`src/rtl/stage_mem_pkg.sv`:
```
// stage_mem_pkg: shared constants for the memory-access stage.
// funct3 codes, FSM states, Wishbone byte-lane masks, access checks.
package stage_mem_pkg;

  localparam logic [2:0] F3_LB  = 3'd0;
  localparam logic [2:0] F3_LH  = 3'd1;
  localparam logic [2:0] F3_LW  = 3'd2;
  localparam logic [2:0] F3_LBU = 3'd4;
  localparam logic [2:0] F3_LHU = 3'd5;
  localparam logic [2:0] F3_SB  = 3'd0;
  localparam logic [2:0] F3_SH  = 3'd1;
  localparam logic [2:0] F3_SW  = 3'd2;

  typedef enum logic {
    ST_IDLE = 1'b0,
    ST_BUS  = 1'b1
  } state_t;

  localparam logic [3:0] SEL_B = 4'b0001;
  localparam logic [3:0] SEL_H = 4'b0011;
  localparam logic [3:0] SEL_W = 4'b1111;

  // Width codes the bus can actually perform.
  function automatic logic f3_ok(
    input logic       ld,
    input logic [2:0] f3
  );
    if (ld)
      return (f3 != 3'd3) && (f3 != 3'd6) && (f3 != 3'd7);
    return f3 <= F3_SW;
  endfunction

  // Halfwords need addr[0]=0, words need addr[1:0]=0.
  function automatic logic mis_chk(
    input logic [2:0] f3,
    input logic [1:0] a
  );
    logic r;
    r = 1'b0;
    if (f3[1:0] == F3_LH[1:0])
      r = a[0];
    else if (f3[1:0] == F3_LW[1:0])
      r = (a != 2'b00);
    return r;
  endfunction

endpackage

```
`src/rtl/stage_mem_load_align.sv`:
```
// mem_load_align: picks and extends the addressed byte/half/word
// Ports: i_dat (bus word), i_funct3, i_addr (low addr bits) -> o_dat.
module mem_load_align
  import stage_mem_pkg::*;
(
  input  logic [31:0] i_dat,
  input  logic [2:0]  i_funct3,
  input  logic [1:0]  i_addr,
  output logic [31:0] o_dat
);

  logic [7:0]  w_b;
  logic [15:0] w_h;

  always_comb begin
    w_b = i_dat[7:0];
    unique case (i_addr)
      2'd0: w_b = i_dat[7:0];
      2'd1: w_b = i_dat[15:8];
      2'd2: w_b = i_dat[23:16];
      2'd3: w_b = i_dat[31:24];
    endcase
    w_h = i_addr[1] ? i_dat[31:16] : i_dat[15:0];
    o_dat = '0;
    unique case (i_funct3)
      F3_LB:   o_dat = {{24{w_b[7]}}, w_b};
      F3_LBU:  o_dat = {24'd0, w_b};
      F3_LH:   o_dat = {{16{w_h[15]}}, w_h};
      F3_LHU:  o_dat = {16'd0, w_h};
      F3_LW:   o_dat = i_dat;
      default: o_dat = '0;
    endcase
  end

endmodule

```
`src/rtl/stage_mem.sv`:
```
// stage_mem: memory-access stage, Wishbone-classic data master.
// In: execute bundle, flush, dwbm_dat_i/ack_i. Out: stall_o, write-back
// bundle, dwbm_* master. MEM_BUS_TIMEOUT_EN adds a bus watchdog.
module stage_mem
  import stage_mem_pkg::*;
#(
  parameter int TIMEOUT_CYCLES = 255
) (
  input  logic        clk_i,
  input  logic        rst_i,
  input  logic        valid_i,
  input  logic        flush_i,
  input  logic [31:0] pc_i,
  input  logic [31:0] instruction_i,
  input  logic [31:0] alu_d_i,
  input  logic [31:0] st_data_i,
  input  logic [2:0]  funct3_i,
  input  logic        is_ld_mem_i,
  input  logic        is_st_mem_i,
  input  logic        e_illegal_inst_i,
  input  logic        e_inst_addr_mis_i,
  output logic        stall_o,
  output logic        valid_o,
  output logic [31:0] pc_o,
  output logic [31:0] instruction_o,
  output logic [31:0] alu_d_o,
  output logic [31:0] mem_d_o,
  output logic [31:0] mem_addr_o,
  output logic        e_illegal_inst_o,
  output logic        e_inst_addr_mis_o,
  output logic        e_ld_addr_mis_o,
  output logic        e_st_addr_mis_o,
  output logic        e_bus_fault_o,
  output logic [31:0] dwbm_addr_o,
  output logic [31:0] dwbm_dat_o,
  output logic [3:0]  dwbm_sel_o,
  output logic        dwbm_we_o,
  output logic        dwbm_cyc_o,
  output logic        dwbm_stb_o,
  input  logic [31:0] dwbm_dat_i,
  input  logic        dwbm_ack_i
);

  state_t      r_state;
  logic        r_cyc;
  logic        r_we;
  logic [3:0]  r_sel;
  logic [31:0] r_wdat;
  logic [31:0] r_waddr;
  logic [31:0] r_h_pc;
  logic [31:0] r_h_ins;
  logic [31:0] r_h_alu;
  logic [2:0]  r_h_f3;
  logic        r_h_ld;
  logic        r_kill;
  logic        r_valid;
  logic [31:0] r_pc;
  logic [31:0] r_ins;
  logic [31:0] r_alu;
  logic [31:0] r_memd;
  logic [31:0] r_maddr;
  logic        r_ill;
  logic        r_iam;
  logic        r_ldm;
  logic        r_stm;
  logic        r_bf;

  logic        w_acc;
  logic        w_mem;
  logic        w_ok;
  logic        w_mis;
  logic        w_exc;
  logic        w_go;
  logic        w_bus;
  logic        w_to;
  logic [3:0]  w_sel;
  logic [31:0] w_wdat;
  logic [31:0] w_ldat;

  assign w_bus = (r_state == ST_BUS);
  assign w_acc = valid_i && !w_bus;
  assign w_mem = is_ld_mem_i | is_st_mem_i;
  assign w_ok  = f3_ok(is_ld_mem_i, funct3_i);
  assign w_mis = w_ok && mis_chk(funct3_i, alu_d_i[1:0]);
  assign w_exc = e_illegal_inst_i | e_inst_addr_mis_i;
  assign w_go  = w_mem && w_ok && !w_mis && !w_exc && !flush_i;

  always_comb begin
    w_sel  = SEL_W;
    w_wdat = st_data_i;
    unique case (funct3_i[1:0])
      F3_SB[1:0]: begin
        w_sel  = SEL_B << alu_d_i[1:0];
        w_wdat = {4{st_data_i[7:0]}};
      end
      F3_SH[1:0]: begin
        w_sel  = SEL_H << alu_d_i[1:0];
        w_wdat = {2{st_data_i[15:0]}};
      end
      default: ;
    endcase
  end

  mem_load_align u_align (
    .i_dat    (dwbm_dat_i),
    .i_funct3 (r_h_f3),
    .i_addr   (r_h_alu[1:0]),
    .o_dat    (w_ldat)
  );

`ifdef MEM_BUS_TIMEOUT_EN
  localparam int CW = $clog2(TIMEOUT_CYCLES + 1);
  localparam logic [CW-1:0] TO_M1 = CW'(TIMEOUT_CYCLES - 1);
  logic [CW-1:0] r_cnt;

  // r_cnt+1 is the number of BUS cycles seen including the current one.
  always_ff @(posedge clk_i or negedge rst_i) begin
    if (!rst_i)
      r_cnt <= '0;
    else if (w_acc && w_go)
      r_cnt <= '0;
    else if (w_bus && !dwbm_ack_i)
      r_cnt <= r_cnt + 1'b1;
  end

  assign w_to = w_bus && !dwbm_ack_i && (r_cnt == TO_M1);
`else
  // Watchdog compiled out: constant 0, the bus waits for ack forever.
  assign w_to = (TIMEOUT_CYCLES < 0);
`endif

  always_ff @(posedge clk_i or negedge rst_i) begin
    if (!rst_i) begin
      r_state <= ST_IDLE;
      r_cyc   <= 1'b0;
      r_we    <= 1'b0;
      r_sel   <= '0;
      r_wdat  <= '0;
      r_waddr <= '0;
      r_h_pc  <= '0;
      r_h_ins <= '0;
      r_h_alu <= '0;
      r_h_f3  <= '0;
      r_h_ld  <= 1'b0;
      r_kill  <= 1'b0;
      r_valid <= 1'b0;
      r_pc    <= '0;
      r_ins   <= '0;
      r_alu   <= '0;
      r_memd  <= '0;
      r_maddr <= '0;
      r_ill   <= 1'b0;
      r_iam   <= 1'b0;
      r_ldm   <= 1'b0;
      r_stm   <= 1'b0;
      r_bf    <= 1'b0;
    end else begin
      r_valid <= 1'b0;
      unique case (r_state)
        ST_IDLE: begin
          if (w_acc && w_go) begin
            r_state <= ST_BUS;
            r_cyc   <= 1'b1;
            r_we    <= is_st_mem_i;
            r_sel   <= w_sel;
            r_wdat  <= w_wdat;
            r_waddr <= {alu_d_i[31:2], 2'b00};
            r_h_pc  <= pc_i;
            r_h_ins <= instruction_i;
            r_h_alu <= alu_d_i;
            r_h_f3  <= funct3_i;
            r_h_ld  <= is_ld_mem_i;
            r_kill  <= 1'b0;
          end else if (w_acc) begin
            r_valid <= !flush_i;
            r_pc    <= pc_i;
            r_ins   <= instruction_i;
            r_alu   <= alu_d_i;
            r_memd  <= '0;
            r_maddr <= alu_d_i;
            r_ill   <= e_illegal_inst_i;
            r_iam   <= e_inst_addr_mis_i;
            r_ldm   <= is_ld_mem_i && w_mis;
            r_stm   <= is_st_mem_i && w_mis;
            r_bf    <= 1'b0;
          end
        end
        ST_BUS: begin
          if (flush_i)
            r_kill <= 1'b1;
          // ack beats the watchdog when both land in one cycle
          if (dwbm_ack_i || w_to) begin
            r_state <= ST_IDLE;
            r_cyc   <= 1'b0;
            r_we    <= 1'b0;
            r_sel   <= '0;
            r_valid <= !(r_kill || flush_i);
            r_pc    <= r_h_pc;
            r_ins   <= r_h_ins;
            r_alu   <= r_h_alu;
            r_memd  <= (dwbm_ack_i && r_h_ld) ? w_ldat : '0;
            r_maddr <= r_h_alu;
            r_ill   <= 1'b0;
            r_iam   <= 1'b0;
            r_ldm   <= 1'b0;
            r_stm   <= 1'b0;
            r_bf    <= !dwbm_ack_i;
          end
        end
      endcase
    end
  end

  assign stall_o           = w_bus;
  assign valid_o           = r_valid;
  assign pc_o              = r_pc;
  assign instruction_o     = r_ins;
  assign alu_d_o           = r_alu;
  assign mem_d_o           = r_memd;
  assign mem_addr_o        = r_maddr;
  assign e_illegal_inst_o  = r_ill;
  assign e_inst_addr_mis_o = r_iam;
  assign e_ld_addr_mis_o   = r_ldm;
  assign e_st_addr_mis_o   = r_stm;
  assign e_bus_fault_o     = r_bf;
  assign dwbm_addr_o       = r_waddr;
  assign dwbm_dat_o        = r_wdat;
  assign dwbm_sel_o        = r_sel;
  assign dwbm_we_o         = r_we;
  assign dwbm_cyc_o        = r_cyc;
  assign dwbm_stb_o        = r_cyc;

endmodule

```
`config.mk`:
```
export PLATFORM = sky130hd
export DESIGN_NAME = stage_mem
export DESIGN_NICKNAME = d
export VERILOG_FILES = /design/src/rtl/stage_mem_pkg.sv /design/src/rtl/stage_mem_load_align.sv /design/src/rtl/stage_mem.sv
export SDC_FILE = /design/constraint.sdc
export NUM_CORES = 1
export LEC_CHECK = 0
export CAP_MARGIN = 25
export CORE_UTILIZATION = 30
export DETAILED_ROUTE_END_ITERATION = 10
export SYNTH_ARGS = -nofsm -noshare
export SYNTH_HDL_FRONTEND = slang
export SYNTH_SLANG_ARGS = --single-unit
```
`constraint.sdc`:
```
create_clock -name clk_i -period 3.25 [get_ports clk_i]
set_input_delay 0.65 -clock clk_i [delete_from_list [all_inputs] [get_ports clk_i]]
set_output_delay 0.65 -clock clk_i [all_outputs]
set_load 0.1 [all_outputs]
```
==> results by group <==
Outcome
  • Status: complete, no violations

Timing
  • Slew HR: 35.0%
  • Worst Skew: 0.0133 ns
  • Final setup viols: 0
  • F_max: 0.413 GHz
  • Final worst slack: 0.831 ns
  • Max-slew violation count: 0
  • RSZ-0062 raised after global routing: false
  • Worst slew pin tran: 0.975 ns
  • Setup TNS: 0 ns
  • Min cycle time layout: 2.42 ns
  • Final hold vios: 0
  • Final worst path period share: 74.4%

Die
  • Die Span Y: 208 µm
  • Die width: 208 µm
  • # rows: 75
  • Initial Utilization: 30.4%
  • Core area: 41900 µm²
  • Ports: 410
  • Die Area: 43400 µm²

Final layout
  • Finished Cell Area: 17700 µm²
  • Nets@finish: 1480
  • Commonest cells after routing, fill and taps aside: mux2_2 (276), dfrtp_1 (273), buf_4 (266), clkdlybuf4s50_1 (170), a21oi_1 (38)
  • Diodes inserted: 0
  • Commonest non-fill, non-tap cell in the layout: mux2_2
  • Area growth syn-to-layout: 38.5%
  • Layout cell share with drive strength beyond 1: 46.1%

Drt
  • DR WL/cell: 19.5 µm
  • Drt first pass iters: 4
  • Vias per std cell: 4.81
  • Routed wire length: 36500 µm
  • Drt drc: 0
  • Antenna viol nets, final: 0
  • DR iter-0 viols: 361
  • Total number of vias: 9010

Placement
  • Placed cell areas: 16600 µm²
  • Routability cong.: 0.817
  • Place WS: 0.286 ns
  • IO Port Bufs: 407
  • Final HPWL DP: 26500 µm

Clocking
  • H-tree depth: 1
  • Clk sinks: 274
  • CTS buffer count: 31
  • TritonCTS clock tree: yes
  • CTS root buf: clkbuf_16
  • Clock Path Buffers: 3
  • Worst skew pair latency: 0.57 ns
  • CTS Hold Buffers Added: 0
  • PostCTS Resize Cnt: 0
  • Setup bufs post-CTS: 0
  • Clock Pin Slew Worst Setup and Hold Paths: 0.06 ns

Logic synthesis
  • Post-synth EDFFs: 0
  • Synth Flop Type: dfrtp_1
  • Syn_area_per_cell: 13.4 µm²
  • Synthesized instance count: 954
  • Register area share after synthesis: 53.7%
  • Distinct cells, synth: 45
  • Mapped Area: 12800 µm²
  • Synth warn: 0
  • Async set or reset register ratio after synthesis: 100%
  • Yosys reg bits: 274

GRT
  • Largest net degree at the start of global routing: 67
  • Tot GR Track Use: 16.6%
  • Number of global-route vias before repair: 9424
  • Initial antenna violation count: 2
  • GR Overflow Total: 0
  • First-pass GRT wire length: 56900 µm

Critical path
  • Startpoint Class: primary input
  • WP data arrival: 2.86 ns
  • Critical Path RT: 3.70 ns
  • Setup crit end kind: flop
  • Setup CP Type: in2reg
  • Critical path fanouts, max: 39

Worst hold path
  • HP Class: in2async

Run
  • Max cap viols: 0
[layout make-up]
type | instances | area, µm²
repair buffers | 447 | 3910
well taps | 539 | 674
clock inverters | 11 | 159
flip-flops and latches | 274 | 6860
clock buffers | 47 | 956
multi-input cells | 549 | 5090
fillers | 3912 | 24300
inverters | 5 | 18.8
[synth_stat cells, drive strengths merged (3+ instances only)]
master / instances / area share (%)
a21oi: 38 / 1.5
mux2i: 26 / 2.0
o22ai: 6 / 0.29
a221oi: 8 / 0.55
buf: 104 / 5.7
nand2: 31 / 0.91
inv: 5 / 0.15
o21ai: 16 / 0.63
o221ai: 7 / 0.48
dfrtp: 274 / 54
a22o: 18 / 1.2
o2bb2ai: 22 / 1.5
mux2: 308 / 27
clkbuf: 23 / 0.68
nand2b: 3 / 0.15
nand3: 23 / 0.90
nor2: 14 / 0.41
[metrics by stage]
stage          std cells  hold slack [ns]  util, %
2_1_floorplan        955            0.354        -
3_5_place_dp        1814            0.482     39.5
5_1_grt             1872           0.0563     42.1
3_3_place_gp        1814            0.478     39.5
4_1_cts             1872           0.0220     42.1
6_report            1872           0.0317     42.1
[state kept, by name, summed over array words and instances (netlist names)]
| name | count |
|---|---|
| dwbm_dat_o | 32 |
| instruction_o | 32 |
| mem_addr_o | 32 |
| mem_d_o | 32 |
| pc_o | 32 |
| r_h_alu | 32 |
| r_h_ins | 32 |
| r_h_pc | 32 |
| dwbm_sel_o | 4 |
| r_h_f3 | 3 |
| dwbm_cyc_o | 1 |
| dwbm_we_o | 1 |
| e_bus_fault_o | 1 |
| e_illegal_inst_o | 1 |
| e_inst_addr_mis_o | 1 |
| e_ld_addr_mis_o | 1 |
| e_st_addr_mis_o | 1 |
| r_h_ld | 1 |
| r_kill | 1 |
| stall_o | 1 |
| valid_o | 1 |
[layer usage]
layer  up-vias  global-route usage, %  part of all wire [%]
met1      4538                   21.3                    43
met3        42                   5.72                   7.9
met2       315                   27.2                    48
met5         -                      0                 0.069
li1       4111                      -                     -
met4         4                   2.96                   1.6
[logic make-up (layout without fill, tap and decap cells)]
group	after synthesis	count (layout)	synth area share [%]
buf+inv	132	510	6.55
flops	274	274	53.7
simple gates	82	82	3.07
mux	335	335	29.4
compound gates	130	130	7.24
other cells	1	2	0.0294
[worst max-delay path, stage by stage]
cell and delay [ns]:
clkdlybuf4s50_1 0.44, nor3_1 0.34, o21ai_0 0.17, buf_4 0.19
a211oi_4 0.24, buf_4 0.22, buf_12 0.24, mux2_2 0.36
[final timing paths]
path,from,endpoint,slack [ns],cells past startpoint
max in group asynchronous,rst_i,dwbm_dat_o[14],2.42,2
min in group clk_i,pc_o[25],pc_o[25],0.49,1
hold / removal,rst_i,r_h_ins[11],0.03,1
setup reg to reg,stall_o,pc_o[14],0.95,3
setup / recovery,e_illegal_inst_i,mem_addr_o[24],0.83,8
hold reg to reg,pc_o[25],pc_o[25],0.49,1
Power is not shown: default switching activity piles up to over one toggle a cycle in this logic, so the estimate is an artifact.
